--- src/rtl/tc_pkg.sv ---
// Shared encodings and default dwell times for the intersection controller.
package tc_pkg;

    localparam int unsigned LAMP_W  = 2;
    localparam int unsigned STATE_W = 3;
    localparam int unsigned TMR_W   = 4;

    localparam int unsigned DEF_MIN_HGRN = 4;
    localparam int unsigned DEF_Y2RDELAY = 3;
    localparam int unsigned DEF_R2GDELAY = 2;
    localparam int unsigned DEF_MAX_CGRN = 8;
    localparam int unsigned DEF_WALKTIME = 5;

    typedef enum logic [LAMP_W-1:0] {
        RED    = 2'd0,
        YELLOW = 2'd1,
        GREEN  = 2'd2
    } lamp_e;

    typedef enum logic [STATE_W-1:0] {
        HG = 3'd0,
        HY = 3'd1,
        AR = 3'd2,
        CG = 3'd3,
        CY = 3'd4,
        WK = 3'd5
    } state_e;

endpackage

--- src/rtl/phase_timer.sv ---
// Per-phase dwell counter: zeroed on restart or reset, otherwise counts up and saturates.
module phase_timer
    import tc_pkg::*;
(
    input  logic             clock,
    input  logic             clear_n,
    input  logic             restart,
    output logic [TMR_W-1:0] count
);

    localparam logic [TMR_W-1:0] CNT_MAX = '1;

    always_ff @(posedge clock) begin
        if (!clear_n || restart) begin
            count <= '0;
        end else if (count != CNT_MAX) begin
            count <= count + TMR_W'(1);
        end
    end

endmodule

--- src/rtl/intersection_scheduler.sv ---
// Highway / country-road / pedestrian signal sequencer with registered lamp outputs.
module intersection_scheduler
    import tc_pkg::*;
#(
    parameter int unsigned MIN_HGRN = DEF_MIN_HGRN,
    parameter int unsigned Y2RDELAY = DEF_Y2RDELAY,
    parameter int unsigned R2GDELAY = DEF_R2GDELAY,
    parameter int unsigned MAX_CGRN = DEF_MAX_CGRN,
    parameter int unsigned WALKTIME = DEF_WALKTIME
) (
    input  logic               clock,
    input  logic               clear_n,
    input  logic               x,
    input  logic               ped_req,
    output logic [LAMP_W-1:0]  highway,
    output logic [LAMP_W-1:0]  country,
    output logic               walk,
    output logic               ped_pend,
    output logic [STATE_W-1:0] phase
);

    localparam logic [TMR_W-1:0] HG_MIN = TMR_W'(MIN_HGRN - 1);
    localparam logic [TMR_W-1:0] Y_END  = TMR_W'(Y2RDELAY - 1);
    localparam logic [TMR_W-1:0] R_END  = TMR_W'(R2GDELAY - 1);
    localparam logic [TMR_W-1:0] CG_END = TMR_W'(MAX_CGRN - 1);
    localparam logic [TMR_W-1:0] WK_END = TMR_W'(WALKTIME - 1);

    state_e            state;
    state_e            state_next;
    logic [TMR_W-1:0]  tmr;
    logic              restart_c;
    logic              pend_next;
    lamp_e             hw_next;
    lamp_e             cty_next;
    logic              walk_next;

    phase_timer u_timer (
        .clock   (clock),
        .clear_n (clear_n),
        .restart (restart_c),
        .count   (tmr)
    );

    // State, pending request and lamp registers; lamps are the decode of the state being entered.
    always_ff @(posedge clock) begin
        if (!clear_n) begin
            state    <= HG;
            ped_pend <= 1'b0;
            highway  <= GREEN;
            country  <= RED;
            walk     <= 1'b0;
        end else begin
            state    <= state_next;
            ped_pend <= pend_next;
            highway  <= hw_next;
            country  <= cty_next;
            walk     <= walk_next;
        end
    end

    always_comb begin
        state_next = state;
        case (state)
            HG: if (tmr >= HG_MIN && (x || ped_pend)) state_next = HY;
            HY: if (tmr == Y_END) state_next = AR;
            AR: begin
                if (tmr == R_END) begin
                    if (ped_pend)  state_next = WK;
                    else if (x)    state_next = CG;
                    else           state_next = HG;
                end
            end
            CG: if (!x || tmr == CG_END) state_next = CY;
            CY: if (tmr == Y_END) state_next = HG;
            WK: if (tmr == WK_END) state_next = HG;
            default: state_next = HG;
        endcase
    end

    // Entering WK serves the request; a press in that same cycle is absorbed.
    always_comb begin
        restart_c = (state_next != state);
        pend_next = ped_pend | ped_req;
        if (state_next == WK && state != WK) pend_next = 1'b0;
    end

    always_comb begin
        hw_next   = RED;
        cty_next  = RED;
        walk_next = 1'b0;
        case (state_next)
            HG:      hw_next   = GREEN;
            HY:      hw_next   = YELLOW;
            CG:      cty_next  = GREEN;
            CY:      cty_next  = YELLOW;
            WK:      walk_next = 1'b1;
            default: hw_next   = RED;
        endcase
    end

    assign phase = state;

endmodule

--- config.mk ---
export PLATFORM = sky130hd
export DESIGN_NAME = intersection_scheduler
export DESIGN_NICKNAME = d
export VERILOG_FILES = /design/src/rtl/tc_pkg.sv /design/src/rtl/phase_timer.sv /design/src/rtl/intersection_scheduler.sv
export SDC_FILE = /design/constraint.sdc
export NUM_CORES = 1
export LEC_CHECK = 0
export BUFFER_PORTS_ARGS = -buffer_cell sky130_fd_sc_hd__buf_2
export CELL_PAD_IN_SITES_DETAIL_PLACEMENT = 0
export CELL_PAD_IN_SITES_GLOBAL_PLACEMENT = 1
export CORE_MARGIN = 2
export CORE_UTILIZATION = 35
export DETAILED_ROUTE_END_ITERATION = 8
export PLACE_DENSITY_LB_ADDON = 0.15
export REMOVE_ABC_BUFFERS = 1
export SLEW_MARGIN = 5
export SYNTH_ARGS = -nofsm -noshare
export SYNTH_HDL_FRONTEND = slang
export SYNTH_SLANG_ARGS = --single-unit
--- constraint.sdc ---
create_clock -name clock -period 1.6 [get_ports clock]
set_clock_uncertainty 0.1 [all_clocks]
set_input_delay 0.08 -clock clock [delete_from_list [all_inputs] [get_ports clock]]
set_output_delay 0.08 -clock clock [all_outputs]
set_load 0.03 [all_outputs]
==> impl_metrics.env, run 1 <==
export IMPL_synth_top_area_share_pct=32.25
export IMPL_rsz0062_at_grt="true"
export IMPL_power_leakage_uw=0.0005397
export IMPL_synthDistinctLibCells=42
export IMPL_tightest_slew_ns=0.3719
export IMPL_netlist_top_cells_area="dfxtp_1 (32%), ha_1 (6.2%), nor4_1 (3.9%)"
export IMPL_use_met1_pct=19.51
export IMPL_antenna_found_initial=0
export IMPL_synth_edf_count=0
export IMPL_drc=0
export IMPL_busiest_layer="met2"
export IMPL_cts_num_sinks=13
export IMPL_netlist_top_cells_count="dfxtp_1 (13), nor2_1 (6), inv_1 (5), nor4_1 (5)"
export IMPL_first_global_vias=765
export IMPL_maxSlewViolCount=0
export IMPL_grt_start_max_net_pins=9
export IMPL_synth_seq_cells=13
export IMPL_syn_area_um2=807.0
export IMPL_maxCapViolations=0
export IMPL_cp_arrival_ns=1.94
export IMPL_cts_buffers=3
export IMPL_status="finished, violations left"
export IMPL_ir_drop_mv=0.6996
export IMPL_setup_tns_ns=-1.490
export IMPL_overflow=0
export IMPL_ios=13
export IMPL_cts_tree="built"
export IMPL_gr_usage_met2_pct=29.75
export IMPL_via_per_inst=5.160
export IMPL_setup_viol=11
export IMPL_synthFlopType="dfxtp_1"
export IMPL_drive_gt1_share_pct=53.28
export IMPL_period_needed_ns=1.816
export IMPL_numPortBuffers=12
export IMPL_ant_nets=0
export IMPL_slew_headroom_pct=75.12
export IMPL_drtPass1Iterations=4
export IMPL_hpwlAfterDp_um=1538
export IMPL_startpoint="u_timer.count[1]"
export IMPL_cp_required_ns=1.72
export IMPL_cp_start_kind="register"
export IMPL_drt_wl_total_um=1968
export IMPL_dieArea_um2=2706
export IMPL_crit_path_end_kind="register"
export IMPL_avgSynthCellArea_um2=9.276
export IMPL_crit_fanout=6
export IMPL_rows=17
export IMPL_core_area_um2=2191
export IMPL_grt_pass1_wl_um=3422
export IMPL_clock_latency_ns=0.27
export IMPL_drtIter0Drc=5
export IMPL_critPathKind="reg2reg"
export IMPL_yosysSeqAreaShare_pct=32.25
export IMPL_r2r_worst_path_cells=6
export IMPL_ys_warn_count=0
export IMPL_finalHoldViolCount=0
export IMPL_r2r_end="highway[0]"
export IMPL_htreeDepth=1
export IMPL_fin_crit_sh_pct=113.5
export IMPL_async_reset_ff_share_pct=0
export IMPL_clk_path_buf_depth=2
export IMPL_clk_pin_slew_ns=0.08
export IMPL_gp_congestion=0.9088
export IMPL_hp_class="in2reg"
export IMPL_clock_root_buffer="clkbuf_4"
export IMPL_wl_per_cell_um=13.12
export IMPL_synth_area_leader_cell="dfxtp_1"
export IMPL_cp_endpoint="highway[0]"
export IMPL_n_antenna_cell=0
export IMPL_start_util_pct=36.84
export IMPL_setup_ws_ns=-0.2163
export IMPL_failed_checks="setup timing"
export IMPL_grt_util_met3_pct=5.460
export IMPL_num_vias=774
export IMPL_clock_fmax_mhz=550.6
export IMPL_synth_most_common_cell="dfxtp_1"
export IMPL_die_h_um=52.02
export IMPL_hp_start="x"
export IMPL_die_w_um=52.02
export IMPL_r2r_start="u_timer.count[1]"
export IMPL_p_per_area_nw_per_um2=903.3
export IMPL_r2r_setup_slack_ns=-0.22
export IMPL_nNetsFinal=131
export IMPL_syn2layout_area_growth_pct=44.81
export IMPL_synth_cells=87
export IMPL_track_usage_pct=17.28
export IMPL_preCtsSetupSlack_ns=-0.3229
-- critical path, cell delays in order (launching register included) --
cell      delay, ns
dfxtp_4        0.37
inv_4          0.06
ha_4           0.12
or4b_4         0.47
nor3_4         0.21
a2111o_1       0.23
and3_4         0.19
-- layout make-up --
type	instances	area, um2
clock buffer	4	26.28
inverter	5	21.27
sequential	13	271.5
fill	211	1022
multi-input combinational	66	584.3
tap	28	35.03
timing repair buffer	34	230.2
-- logic make-up (layout without fill, tap and decap cells) --
family / count (synthesis) / after routing / share of synthesized area (%)
XOR/XNOR: 1 / 1 / 1.085
AO/OA/AOI/OAI: 19 / 19 / 18.76
multiplexers: 2 / 2 / 2.481
AND/OR/NAND/NOR: 40 / 40 / 33.18
adder cells (fa/ha/maj): 4 / 4 / 6.202
flip-flops: 13 / 13 / 32.25
buffers and inverters: 8 / 43 / 6.047
-- timing repair --
action,CTS,global route
gates resized for setup,15,14
endpoints found under the hold margin,2,0
pin swaps,5,9
hold buffers,2,0
setup endpoints to repair,12,12
setup buffers,1,2
-- power breakdown --
part | internal (uW) | leakage, uW | switching, uW
Combinational | 225 | 0.000416 | 213
Clock | 96.6 | 0.0000150 | 102
Sequential | 367 | 0.000109 | 52.2
Total | 688 | 0.000540 | 368
-- sequential cells by signal, summed over array words and instances, names as in the netlist --
register	count
phase	3
u_timer.count	4
country	2
walk	1
ped_pend	1
highway	2
-- through the flow --
stage | util (%) | hold slack, ns | area, um2 | std cells | power (uW)
finish | 53.34 | 0.2832 | 1169 | 150 | 1056
global route | 53.34 | 0.3056 | 1169 | 150 | 1130
CTS | 49.97 | 0.2843 | 1095 | 148 | 1025
detailed placement | 45.63 | 0.2250 | 999.7 | 141 | 779.4
global placement | 45.63 | 0.2146 | 999.7 | 141 | 777.2
floorplan | - | 0.03567 | 777.0 | 84 | 630.8
-- how the worst min path moves through the flow --
stage,endpoint,slack [ns],cells past startpoint
finish,phase[1],0.28,4
global route,phase[2],0.31,5
CTS,phase[2],0.28,5
detailed placement,highway[1],0.22,2
global placement,highway[1],0.21,2
floorplan,highway[1],0.04,1
-- per-layer routing --
metal  vias up  part of all wire (%)
met5         -                     0
met4         0                   2.8
met3         6                   3.5
met2        14                    51
met1       356                    43
li1        398                     -
-- cell usage in the layout, fill, tap and decap left out, drive strengths merged, types with 2 or more instances in the layout --
cell         netlist  routed
clkbuf             0       4
and2               2       2
dlygate4sd3        0       2
o21ai              4       4
nor2               6       6
mux2i              2       2
nand3b             2       2
nor4               5       5
nor3               3       3
nand2b             2       2
nand3              4       4
a21oi              3       3
dfxtp             13      13
ha                 4       4
buf                3      32
inv                5       5
and3               3       3
and4b              2       2
and2b              2       2
No activity file was read; power rests on OpenSTA's default activity.
==> run 2: changes to the inputs <==
Clock period 1.6 ns to 2.4 ns, I/O delays scaled along.
==> run 2 against run 1 <==
Compared with the run above: the flow now finishes without violations; largest cell class unchanged; first-iteration DRC count increased by 60%; worst setup slack improved by 0.66 ns; critical path type unchanged; maximum frequency is 7.0% lower; register-to-register slack improved by 0.66 ns; total power shrank 43%; die area unchanged; sequential cell count did not move; routed wire length down 13%.
==> impl_metrics.env, run 2 (synthesized netlist as in run 1, its figures left out) <==
export IMPL_drive_gt1_share_pct=24.51
export IMPL_r2r_worst_path_cells=5
export IMPL_clock_root_buffer="clkbuf_4"
export IMPL_rows=17
export IMPL_rsz0062_at_grt="false"
export IMPL_fin_util_pct=41.92
export IMPL_die_w_um=52.02
export IMPL_status="complete, no violations"
export IMPL_crit_path_end_kind="register"
export IMPL_setup_viol=0
export IMPL_fillers=235
export IMPL_tightest_slew_ns=0.4797
export IMPL_numPortBuffers=12
export IMPL_nNetsFinal=111
export IMPL_core_area_um2=2191
export IMPL_cp_arrival_ns=2.02
export IMPL_syn2layout_area_growth_pct=13.80
export IMPL_drtPass1Iterations=4
export IMPL_cts_tree="built"
export IMPL_n_antenna_cell=0
export IMPL_grt_pass1_wl_um=3036
export IMPL_slew_headroom_pct=67.94
export IMPL_first_global_vias=678
export IMPL_overflow=0
export IMPL_maxSlewViolCount=0
export IMPL_power_net_switching_uw=216.3
export IMPL_finalHoldViolCount=0
export IMPL_crit_fanout=7
export IMPL_clkPwrFrac_pct=23.1
export IMPL_setup_tns_ns=0
export IMPL_swShare_pct=35.68
export IMPL_cp_endpoint="highway[0]"
export IMPL_path_cells="ha_1 > and4b_1 > a221oi_2 > a2111o_1 > and3_2"
export IMPL_clk_pin_slew_ns=0.09
export IMPL_num_vias=696
export IMPL_p_per_area_nw_per_um2=660.2
export IMPL_ios=13
export IMPL_cts_resized=0
export IMPL_timing_hold_ws_ns=0.3152
export IMPL_start_util_pct=36.84
export IMPL_antenna_found_initial=0
export IMPL_dieArea_um2=2706
export IMPL_cts_setup_buffers=0
export IMPL_hpwlAfterDp_um=1266
export IMPL_via_per_inst=5.354
export IMPL_r2r_start="u_timer.count[0]"
export IMPL_clock_fmax_mhz=511.9
export IMPL_drtIter0Drc=8
export IMPL_r2r_setup_slack_ns=0.45
export IMPL_cts_num_sinks=13
export IMPL_layout_common_cells="dfxtp_1 (13), buf_2 (12), nor2_1 (6), inv_1 (5), nor4_1 (5)"
export IMPL_ir_drop_mv=0.3588
export IMPL_fin_crit_sh_pct=81.39
export IMPL_pwr_share_comb_pct=32.3
export IMPL_track_usage_pct=15.19
export IMPL_maxCapViolations=0
export IMPL_hp_class="in2reg"
export IMPL_startpoint="u_timer.count[0]"
export IMPL_ant_nets=0
export IMPL_cp_start_kind="register"
export IMPL_regMostFlops="u_timer.count"
export IMPL_r2r_end="highway[0]"
export IMPL_cp_required_ns=2.47
export IMPL_cts_buffers=3
export IMPL_worstHoldPathCells=5
export IMPL_grt_start_max_net_pins=13
export IMPL_clk_path_buf_depth=2
export IMPL_critPathMaxStageDelay_ns=0.51
export IMPL_critPathSlowestCell="a2111o_1"
export IMPL_die_h_um=52.02
export IMPL_drc=0
export IMPL_largest_reg_flops=4
export IMPL_critPathKind="reg2reg"
export IMPL_final_common_cell="dfxtp_1"
export IMPL_htreeDepth=1
export IMPL_gp_congestion=0.7682
export IMPL_clock_latency_ns=0.28
export IMPL_p_int_uw=390.0
export IMPL_p_seq_share_pct=44.6
export IMPL_wl_per_cell_um=13.13
export IMPL_period_needed_ns=1.953
export IMPL_power_leakage_uw=0.0004169
export IMPL_drt_wl_total_um=1707
run 2: power by group through the flow:
stage	combinational [uW]	sequential (uW)	clock [uW]
final	196	270	140
after global routing	220	277	165
after CTS	198	271	148
after detailed placement	194	275	0
after global placement	197	275	0
after floorplan	129	291	0
run 2: what timing repair did:
item,in CTS,in global routing
hold buffers,2,0
hold endpoints to repair,2,0
endpoints found under the setup margin,0,0
run 2: worst min path at each step:
| stage | from | endpoint |
|---|---|---|
| final | x | phase[2] |
| after global placement | clear_n | highway[1] |
| after detailed placement | clear_n | highway[1] |
| after global routing | x | phase[2] |
| after CTS | x | phase[2] |
| after floorplan | clear_n | highway[1] |
run 2: critical path, delay by kind of cell, from the launching register on:
family / cells / cell delay, ns
adder cells (fa/ha/maj): 1 / 0.30
flip-flops: 1 / 0.42
AO/OA/AOI/OAI: 2 / 0.56
AND/OR/NAND/NOR: 2 / 0.47
run 2: per-stage QoR:
stage	setup slack, ns	power [uW]	instance area, um2	std cells
finish	0.4466	606.3	918.4	130
global route	0.3128	662.1	918.4	130
CTS	0.4544	617.2	918.4	130
detailed placement	0.4886	469.2	872.1	124
global placement	0.4995	471.9	872.1	124
floorplan	0.5577	420.5	777.0	84
run 2: routing by layer:
metal	wire length (um)	track usage, %	up-vias
li1	-	-	359
met1	809	19.16	328
met2	844	24.47	9
met3	53	5.172	0
met4	0	3.947	0
met5	0	0	-
run 2: layout make-up:
class                      count  area [um2]  share of cell area (%)
sequential                    13       260.3                   28.34
tap                           28       35.03                   3.815
timing repair buffer          14       80.08                   8.719
clock buffer                   4       26.28                   2.861
multi-input combinational     66       498.0                   54.22
inverter                       5       18.77                   2.044
